**config.mk**
```make
export PLATFORM = sky130hd
export DESIGN_NAME = silife_spi_loader
export DESIGN_NICKNAME = d
export VERILOG_FILES = /design/src/rtl/silife_pkg.sv /design/src/rtl/silife_sync2.sv /design/src/rtl/silife_spi_loader.sv
export SDC_FILE = /design/constraint.sdc
export NUM_CORES = 1
export LEC_CHECK = 0
export ABC_AREA = 1
export BUFFER_PORTS_ARGS = -buffer_cell sky130_fd_sc_hd__buf_2
export CAP_MARGIN = 20
export CORE_MARGIN = 2
export CORE_UTILIZATION = 50
export DETAILED_ROUTE_END_ITERATION = 10
export PLACE_DENSITY = 0.74
export SYNTH_ARGS = -nofsm -noshare
export SYNTH_HDL_FRONTEND = slang
export SYNTH_HIERARCHICAL = 1
export SYNTH_SLANG_ARGS = --single-unit
```
**constraint.sdc**
```tcl
create_clock -name clk -period 3.5 [get_ports clk]
set_clock_uncertainty 0.05 [all_clocks]
set_input_delay 0.35 -clock clk [delete_from_list [all_inputs] [get_ports clk]]
set_output_delay 0.35 -clock clk [all_outputs]
set_load 0.05 [all_outputs]
```
**src/rtl/silife_pkg.sv**
```systemverilog
// ============================================================================
// Module      : silife_pkg
// Description : Shared constants and loader state encoding for the SiLife grid.
// Revision    : 1.0 - initial release
// ============================================================================
`default_nettype none

package silife_pkg;

    localparam int GRID_WIDTH    = 8;
    localparam int GRID_HEIGHT   = 32;

    localparam int CMD_WRITE_BIT = 7;
    localparam int CMD_ROW_LSB   = 0;
    localparam int CMD_ROW_MSB   = 4;

    typedef enum logic [1:0] {
        ST_IDLE  = 2'd0,
        ST_CMD   = 2'd1,
        ST_WRITE = 2'd2,
        ST_READ  = 2'd3
    } loader_state_t;

endpackage

`default_nettype wire

```
**src/rtl/silife_sync2.sv**
```systemverilog
// ============================================================================
// Module      : silife_sync2
// Description : Two-flop synchronizer with asynchronous active-low reset.
// Revision    : 1.0 - initial release
// ============================================================================
`default_nettype none

module silife_sync2 #(
    parameter logic RESET_VAL = 1'b0
) (
    input  logic clk,
    input  logic rst_n,
    input  logic i_d,
    output logic o_q
);

    logic r_meta;
    logic r_sync;

    always_ff @(posedge clk or negedge rst_n) begin
        if (!rst_n) begin
            r_meta <= RESET_VAL;
            r_sync <= RESET_VAL;
        end else begin
            r_meta <= i_d;
            r_sync <= r_meta;
        end
    end

    assign o_q = r_sync;

endmodule

`default_nettype wire

```
**src/rtl/silife_spi_loader.sv**
```systemverilog
// ============================================================================
// Module      : silife_spi_loader
// Description : SPI-slave row loader for the 8x32 grid; optional readback is
//               built when SILIFE_LOADER_READBACK_EN is defined.
// Revision    : 1.0 - initial release
// ============================================================================
`default_nettype none

module silife_spi_loader #(
    parameter int GRID_WIDTH  = silife_pkg::GRID_WIDTH,
    parameter int GRID_HEIGHT = silife_pkg::GRID_HEIGHT
) (
    input  logic                           clk,
    input  logic                           rst_n,
    input  logic                           i_spi_cs_n,
    input  logic                           i_spi_sck,
    input  logic                           i_spi_mosi,
    output logic                           o_spi_miso,
    input  logic [GRID_WIDTH-1:0]          i_cells,
    output logic [$clog2(GRID_HEIGHT)-1:0] o_row_select,
    output logic [GRID_WIDTH-1:0]          o_set_cells,
    output logic [GRID_WIDTH-1:0]          o_clear_cells,
    output logic                           o_hold
);

    import silife_pkg::*;

    localparam int ROW_W = $clog2(GRID_HEIGHT);
    localparam int BIT_W = $clog2(GRID_WIDTH);

    logic w_cs_n_s;
    logic w_sck_s;
    logic w_mosi_s;

    silife_sync2 #(.RESET_VAL(1'b1)) u_sync_cs (
        .clk   (clk),
        .rst_n (rst_n),
        .i_d   (i_spi_cs_n),
        .o_q   (w_cs_n_s)
    );

    silife_sync2 #(.RESET_VAL(1'b0)) u_sync_sck (
        .clk   (clk),
        .rst_n (rst_n),
        .i_d   (i_spi_sck),
        .o_q   (w_sck_s)
    );

    silife_sync2 #(.RESET_VAL(1'b0)) u_sync_mosi (
        .clk   (clk),
        .rst_n (rst_n),
        .i_d   (i_spi_mosi),
        .o_q   (w_mosi_s)
    );

    logic r_cs_n_d;
    logic r_sck_d;

    always_ff @(posedge clk or negedge rst_n) begin
        if (!rst_n) begin
            r_cs_n_d <= 1'b1;
            r_sck_d  <= 1'b0;
        end else begin
            r_cs_n_d <= w_cs_n_s;
            r_sck_d  <= w_sck_s;
        end
    end

    logic w_sck_rise;
    logic w_cs_fall;
    logic w_cs_rise;

    assign w_sck_rise = w_sck_s & ~r_sck_d;
    assign w_cs_fall  = r_cs_n_d & ~w_cs_n_s;
    assign w_cs_rise  = ~r_cs_n_d & w_cs_n_s;

    loader_state_t            r_state;
    loader_state_t            w_state_next;
    logic [BIT_W-1:0]         r_bit_cnt;
    logic [GRID_WIDTH-2:0]    r_shift_in;
    logic [ROW_W-1:0]         r_row;
    logic                     r_strobe;
    logic [GRID_WIDTH-1:0]    r_set_cells;
    logic [GRID_WIDTH-1:0]    r_clear_cells;

    logic                     w_active;
    logic                     w_byte_done;
    logic [GRID_WIDTH-1:0]    w_byte;
    logic                     w_cmd_done;
    logic                     w_write_done;
    logic                     w_read_done;

    assign w_active    = (r_state != ST_IDLE);
    assign w_byte      = {r_shift_in, w_mosi_s};
    assign w_byte_done = w_active & w_sck_rise & (r_bit_cnt == BIT_W'(GRID_WIDTH - 1));

    always_ff @(posedge clk or negedge rst_n) begin
        if (!rst_n) begin
            r_state <= ST_IDLE;
        end else begin
            r_state <= w_state_next;
        end
    end

    // A completed byte is decoded in the same cycle a CS rise is seen; the
    // rise only overrides the resulting next state.
    always_comb begin
        w_state_next = r_state;
        w_cmd_done   = 1'b0;
        w_write_done = 1'b0;
        w_read_done  = 1'b0;
        case (r_state)
            ST_IDLE: begin
                if (w_cs_fall) begin
                    w_state_next = ST_CMD;
                end
            end
            ST_CMD: begin
                if (w_byte_done) begin
                    w_cmd_done   = 1'b1;
                    w_state_next = w_byte[CMD_WRITE_BIT] ? ST_WRITE : ST_READ;
                end
            end
            ST_WRITE: begin
                w_write_done = w_byte_done;
            end
            ST_READ: begin
                w_read_done = w_byte_done;
            end
            default: begin
                w_state_next = ST_IDLE;
            end
        endcase
        if (w_cs_rise) begin
            w_state_next = ST_IDLE;
        end
    end

    always_ff @(posedge clk or negedge rst_n) begin
        if (!rst_n) begin
            r_bit_cnt     <= '0;
            r_shift_in    <= '0;
            r_row         <= '0;
            r_strobe      <= 1'b0;
            r_set_cells   <= '0;
            r_clear_cells <= '0;
        end else begin
            if (!w_active && w_cs_fall) begin
                r_bit_cnt <= '0;
            end else if (w_active && w_sck_rise) begin
                r_bit_cnt  <= r_bit_cnt + 1'b1;
                r_shift_in <= w_byte[GRID_WIDTH-2:0];
            end

            r_strobe      <= w_write_done;
            r_set_cells   <= w_write_done ? w_byte  : '0;
            r_clear_cells <= w_write_done ? ~w_byte : '0;

            // Writes advance the row after the strobe so the address holds
            // steady across the whole write cycle.
            if (w_cmd_done) begin
                r_row <= w_byte[CMD_ROW_MSB:CMD_ROW_LSB];
            end else if (w_read_done || r_strobe) begin
                r_row <= r_row + 1'b1;
            end
        end
    end

    assign o_row_select  = r_row;
    assign o_set_cells   = r_set_cells;
    assign o_clear_cells = r_clear_cells;
    assign o_hold        = w_active;

`ifdef SILIFE_LOADER_READBACK_EN
    logic                  w_sck_fall;
    logic                  r_load;
    logic [GRID_WIDTH-1:0] r_shift_out;

    assign w_sck_fall = ~w_sck_s & r_sck_d;

    // The load lands one cycle after the row update, once i_cells has
    // settled on the new row.
    always_ff @(posedge clk or negedge rst_n) begin
        if (!rst_n) begin
            r_load      <= 1'b0;
            r_shift_out <= '0;
        end else begin
            r_load <= (w_cmd_done && !w_byte[CMD_WRITE_BIT]) || w_read_done;
            if (r_load) begin
                r_shift_out <= i_cells;
            end else if ((r_state == ST_READ) && w_sck_fall && (r_bit_cnt != '0)) begin
                r_shift_out <= {r_shift_out[GRID_WIDTH-2:0], 1'b0};
            end
        end
    end

    assign o_spi_miso = r_shift_out[GRID_WIDTH-1];
`else
    logic w_unused_ok;

    assign w_unused_ok = &{1'b0, i_cells};
    assign o_spi_miso  = 1'b0;
`endif

endmodule

`default_nettype wire

```
Word level (Yosys, flattened, before mapping) --
Cells that the tools add are included. Widths: inputs -> output; s select.
Operators by class: add/subtract/negate cells 2, equality and inequality tests 6, muxes and demuxes 15, bitwise gates (word level) 10, reductions and logical operators 11
Operator list (number):
- $mux 8 | 2
- $mux 5 | 2
- $not 8->8 | 1
- $mux 2 | 3
- $mux 3 | 2
- $ne 3x3->1 const B | 2
- $reduce_bool 2->1 | 3
- $add 5x1->5 const B | 1
- $and 1x1->1 | 5
- $mux 1 | 5
- $eq 2x2->1 const B | 2
- $not 1->1 | 4
- $pmux 2 s2 | 1
- $add 3x1->3 const B | 1
- $eq 3x3->1 const B | 1
- $reduce_and 3->1 | 1
- $reduce_bool 3->1 | 1
- $eq 2x1->1 const B | 1
- $logic_and 1x1->1 | 2
- $logic_not 2->1 | 1
- $reduce_and 2->1 | 1
- $logic_not 1->1 | 1
- $logic_or 1x1->1 | 1
Word-level totals: register bits 42, output and inout port bits 23

Logic depth before layout (Yosys ltp) --
word-level depth 8, gate-level depth with buffers 8, mapped depth without buffers 8

Cells and area by module --
The synthesis kept the hierarchy.
By module, submodules not included:
- silife_spi_loader | instances 1, cells an instance 164, area an instance 1517.7 µm², seq. area each 902.1 µm²
- silife_sync2 (u_sync_mosi ...) | instances 2, cells an instance 2, area an instance 50.0 µm², seq. area each 50.0 µm²
- silife_sync2 (u_sync_cs) | instances 1, cells an instance 2, area an instance 52.6 µm², seq. area each 52.6 µm²

Worst setup path before layout --
No wires, ideal clock.
path type reg2reg, start point register r_row[0], in the netlist o_row_select[0], end point register r_row[4], in the netlist o_row_select[4], setup time 0.119 ns, data arrival time 1.359 ns, setup slack 1.972 ns, stages on the path, launching flop included 9, path buffers 0, cell sequence dfrtp_1 > ha_1 > nand3_1 > nand2_1 > nand2_1 > nand2_1 > nand2_1 > nand2_1 > nand2_1
Between the ends: word-level cells in the longest chain between the ends 3
Ends and longest elaborated chain:
- start: declaration | line silife_spi_loader.sv:81 | logic [ROW_W-1:0] r_row;
- start signal: assignment | line silife_spi_loader.sv:162 | r_row <= w_byte[CMD_ROW_MSB:CMD_ROW_LSB];
- start signal: assignment | line silife_spi_loader.sv:164 | r_row <= r_row + 1'b1;
- $add 5x1->5 | line silife_spi_loader.sv:164
- $mux 5 | line silife_spi_loader.sv:163 | end else if (w_read_done || r_strobe) begin
- $mux 5 | line silife_spi_loader.sv:161 | if (w_cmd_done) begin
No other way between the ends. The select of a mux whose other input is x is not followed. A chain may end at the register's enable or synchronous reset.

Worst setup path after layout --
start point register r_bit_cnt[0], end point register r_clear_cells[5], in the netlist o_clear_cells[5]
Between the ends: word-level cells in the longest chain between the ends 4
Ends and longest elaborated chain:
- start: declaration | line silife_spi_loader.sv:79 | logic [BIT_W-1:0] r_bit_cnt;
- start signal: assignment | line silife_spi_loader.sv:151 | r_bit_cnt <= r_bit_cnt + 1'b1;
- $eq 3x3->1 | line silife_spi_loader.sv:95 | assign w_byte_done = w_active & w_sck_rise & (r_bit_cnt == BIT_W'(GRID_WIDTH - 1));
- $and 1x1->1 | line silife_spi_loader.sv:95
- $mux 1 | line silife_spi_loader.sv:112 | case (r_state)
- $mux 8 | line silife_spi_loader.sv:157 | r_clear_cells <= w_write_done ? ~w_byte : '0;
- end signal: assignment | line silife_spi_loader.sv:157
- end: declaration | line silife_spi_loader.sv:84 | logic [GRID_WIDTH-1:0] r_clear_cells;
No other way between the ends.

==> flow_metrics.env <==
export IMPL_placedCellCount=235
export IMPL_yosysWarnings=6
export IMPL_place_gp_congestion=0.877
export IMPL_wire_per_inst_um=11.5
export IMPL_clock_power_share=0.225
export IMPL_tritoncts="done"
export IMPL_swShare=0.352
export IMPL_synth_seq_area_share=0.631
export IMPL_startpoint_type="register"
export IMPL_drive_above_1_share=0.200
export IMPL_dp_hpwl_mm=1.93
export IMPL_nFillCells=279
export IMPL_hp_class="input port to async pin"
export IMPL_grt_pass1_vias=1056
export IMPL_hold_buffers=0
export IMPL_fin_cells=244
export IMPL_cts_path_max_buffers=2
export IMPL_rows=20
export IMPL_critPathLaunch="r_bit_cnt[0]$_DFFE_PN0P_"
export IMPL_cpMaxStageDelayCell="nand4_1"
export IMPL_ant_nets=0
export IMPL_numCtsBuffers=5
export IMPL_synth_ff_type="dfrtp_1"
export IMPL_final_hold_viol_count=0
export IMPL_critPathKind="register to register"
export IMPL_cpMostUsedCell="ha_1"
export IMPL_seq_power_share=0.554
export IMPL_root_buffer="clkbuf_4"
export IMPL_setup_tns_ns=0
export IMPL_netlist_instances=170
export IMPL_overflow=0
export IMPL_crit_chain="ha_1, ha_1, nand4_1, nor2_1"
export IMPL_timing_hold_ws_ns=0.0485
export IMPL_vias=1214
export IMPL_numClockSinks=42
export IMPL_r2r_start="r_bit_cnt[0]$_DFFE_PN0P_"
export IMPL_grt_max_degree=43
export IMPL_grt_total_usage=0.169
export IMPL_power_total_w=0.00113
export IMPL_path_buf_inv=0
export IMPL_min_period_over_period=0.534
export IMPL_worstMarginPinSlew_ns=0.876
export IMPL_reg2reg_slack_ns=1.63
export IMPL_p_comb_frac=0.221
export IMPL_rsz0062_at_grt="no"
export IMPL_crit_family="simple AND/OR/NAND/NOR gates"
export IMPL_syn_nets=188
export IMPL_reg2reg_to="o_clear_cells[5]$_DFF_PN0_"
export IMPL_synth_top_family_by_area="simple AND/OR/NAND/NOR gates"
export IMPL_synth_top_area_cell="dfrtp_1"
export IMPL_synth_area_mux_share=0
export IMPL_fin_nets=217
export IMPL_grt_pass1_wl_mm=4.52
export IMPL_cp_depth=4
export IMPL_cts_resized=0
export IMPL_async_reset_ff_frac=1.00
export IMPL_synth_xor_area_frac=0.00524
export IMPL_ir_drop_v=0.000381
export IMPL_powerDensity_nw_per_um2=594
export IMPL_internal_power_w=0.000731
export IMPL_stdcell_area_um2=1900
export IMPL_io_pins=36
export IMPL_drcViolationCount=0
export IMPL_clock_latency_ns=0.35
export IMPL_diodes=0
export IMPL_cts_clk_slew_worst_paths_ns=0.12
export IMPL_crit_path_end_kind="register"
export IMPL_die_area_um2=3820
export IMPL_cp_arrival_ns=2.08
export IMPL_grt_antenna_before_repair=0
export IMPL_htreeDepth=2
export IMPL_slew_headroom=0.416
export IMPL_synth_compound_area_frac=0.0315
export IMPL_max_freq_mhz=535
export IMPL_fin_crit_ns=1.87
export IMPL_cp_required_ns=3.71
export IMPL_setup_viol=0
export IMPL_post_dp_cell_area_um2=1830
export IMPL_initial_core_util=0.534
export IMPL_finalMaxSlewViolations=0
export IMPL_avgViaCountPerCell=4.98
export IMPL_port_buffers=26
export IMPL_wl_mm=2.81
export IMPL_synth_cell_types=20
export IMPL_worst_r2r_path_depth=4
export IMPL_p_leak_nw=1.07
export IMPL_synth_commonest_cells="dfrtp_1 (39), nand2_1 (39), inv_1 (22)"
export IMPL_initialDrtViolationCount=51
export IMPL_p_switching_w=0.000397
export IMPL_yosys_area_top_type_share=0.584
export IMPL_critPathCapture="o_clear_cells[5]$_DFF_PN0_"
export IMPL_netlist_area_um2=1670
export IMPL_fp_dieH_um=61.8
export IMPL_yosys_register_bits=42
export IMPL_synthSimpleGateAreaFrac=0.225
export IMPL_syn_to_final_growth_pct=13.7
export IMPL_synth_edf_count=0
export IMPL_max_cap_viol_count=0
export IMPL_synth_area_top_cells="dfrtp_1 (58%), nand2_1 (8.8%), inv_1 (4.9%)"
export IMPL_status="finished clean"
export IMPL_synth_fa_ha_area_frac=0.0375
export IMPL_die_width_um=61.8
export IMPL_core_um2=3130
export IMPL_cp_max_fo=17
export IMPL_drtPass1Iterations=5
export IMPL_slowest_delay_ns=0.59
export IMPL_syn_area_per_cell_um2=9.83
export IMPL_cts_setup_buffers=0
-- final cells by class --
cell class / instances / area, um^2 / area share
repair buffers: 27 / 140 / 0.0738
multi-input cells: 101 / 503 / 0.265
clock buffers: 7 / 55.1 / 0.0290
inverters: 22 / 82.6 / 0.0435
flip-flops and latches: 42 / 1050 / 0.555
well taps: 44 / 55.1 / 0.0290
clock inverters: 1 / 8.76 / 0.00461
-- worst register-to-register path, delay by kind of cell, from the launching register on --
| kind | cells | cell delay, ns |
|---|---|---|
| adders and majority gates | 2 | 0.47 |
| and+or+nand+nor | 2 | 0.88 |
| DFF | 1 | 0.39 |
-- cell families after synthesis --
| kind of cell | Yosys count |
|---|---|
| AND/OR/NAND/NOR | 84 |
| adder cells (fa/ha/maj) | 5 |
| XOR/XNOR | 1 |
| other | 1 |
| buffers and inverters | 27 |
| AO/OA/AOI/OAI | 10 |
| flip-flops | 42 |
-- per-layer routing --
layer  track usage  routed length [um]  vias to the layer above
li1              -                   -                      600
met1         0.189                1240                      581
met2         0.289                1400                       27
met3        0.0559                 127                        6
met4        0.0881                  45                        0
met5             0                   0                        -
-- sequential cells by signal (all words and copies together), names as in the netlist, 2 cells and up --
signal / flops
o_clear_cells: 8
o_set_cells: 8
r_shift_in: 7
o_row_select: 5
r_bit_cnt: 3
r_state: 2
-- how the worst min path moves through the flow --
stage | from | to | slack [ns] | depth (start not counted)
3_5_place_dp | u_sync_mosi/r_meta$_DFF_PN0_ | u_sync_mosi/o_q$_DFF_PN0_ | 0.28 | 0
2_1_floorplan | rst_n | o_clear_cells[0]$_DFF_PN0_ | 0.004 | 0
6_report | rst_n | o_clear_cells[3]$_DFF_PN0_ | 0.05 | 1
5_1_grt | i_spi_sck | u_sync_sck/r_meta$_DFF_PN0_ | 0.01 | 1
3_3_place_gp | u_sync_sck/r_meta$_DFF_PN0_ | u_sync_sck/o_q$_DFF_PN0_ | 0.28 | 0
4_1_cts | i_spi_cs_n | u_sync_cs/r_meta$_DFF_PN1_ | 0.01 | 1
-- placed cells by master, fill, tap and decap left out, drive strengths merged --
master and count:
a21oi 1, buf 26, clkbuf 7, conb 1
dfrtp 39, dfstp 3, dlygate4sd3 1, ha 5
inv 23, nand2 40, nand3 13, nand3b 1
nand4 9, nor2 21, o21ai 8, o21bai 1
xnor2 1
-- power by group through the flow --
stage	sequential (W)	combinational (W)	clock [W]
6_report	0.000625	0.000250	0.000253
3_5_place_dp	0.000634	0.000249	0
4_1_cts	0.000625	0.000251	0.000265
3_3_place_gp	0.000629	0.000236	0
2_1_floorplan	0.000629	0.000185	0
5_1_grt	0.000635	0.000287	0.000282
-- stage by stage --
| step | setup WS (ns) | utilization |
|---|---|---|
| 6_report | 1.63 | 0.607 |
| 5_1_grt | 1.45 | 0.607 |
| 4_1_cts | 1.62 | 0.604 |
| 3_5_place_dp | 1.64 | 0.584 |
| 3_3_place_gp | 1.73 | 0.584 |
| 2_1_floorplan | 1.97 | - |
No activity file was read; power rests on OpenSTA's default activity.
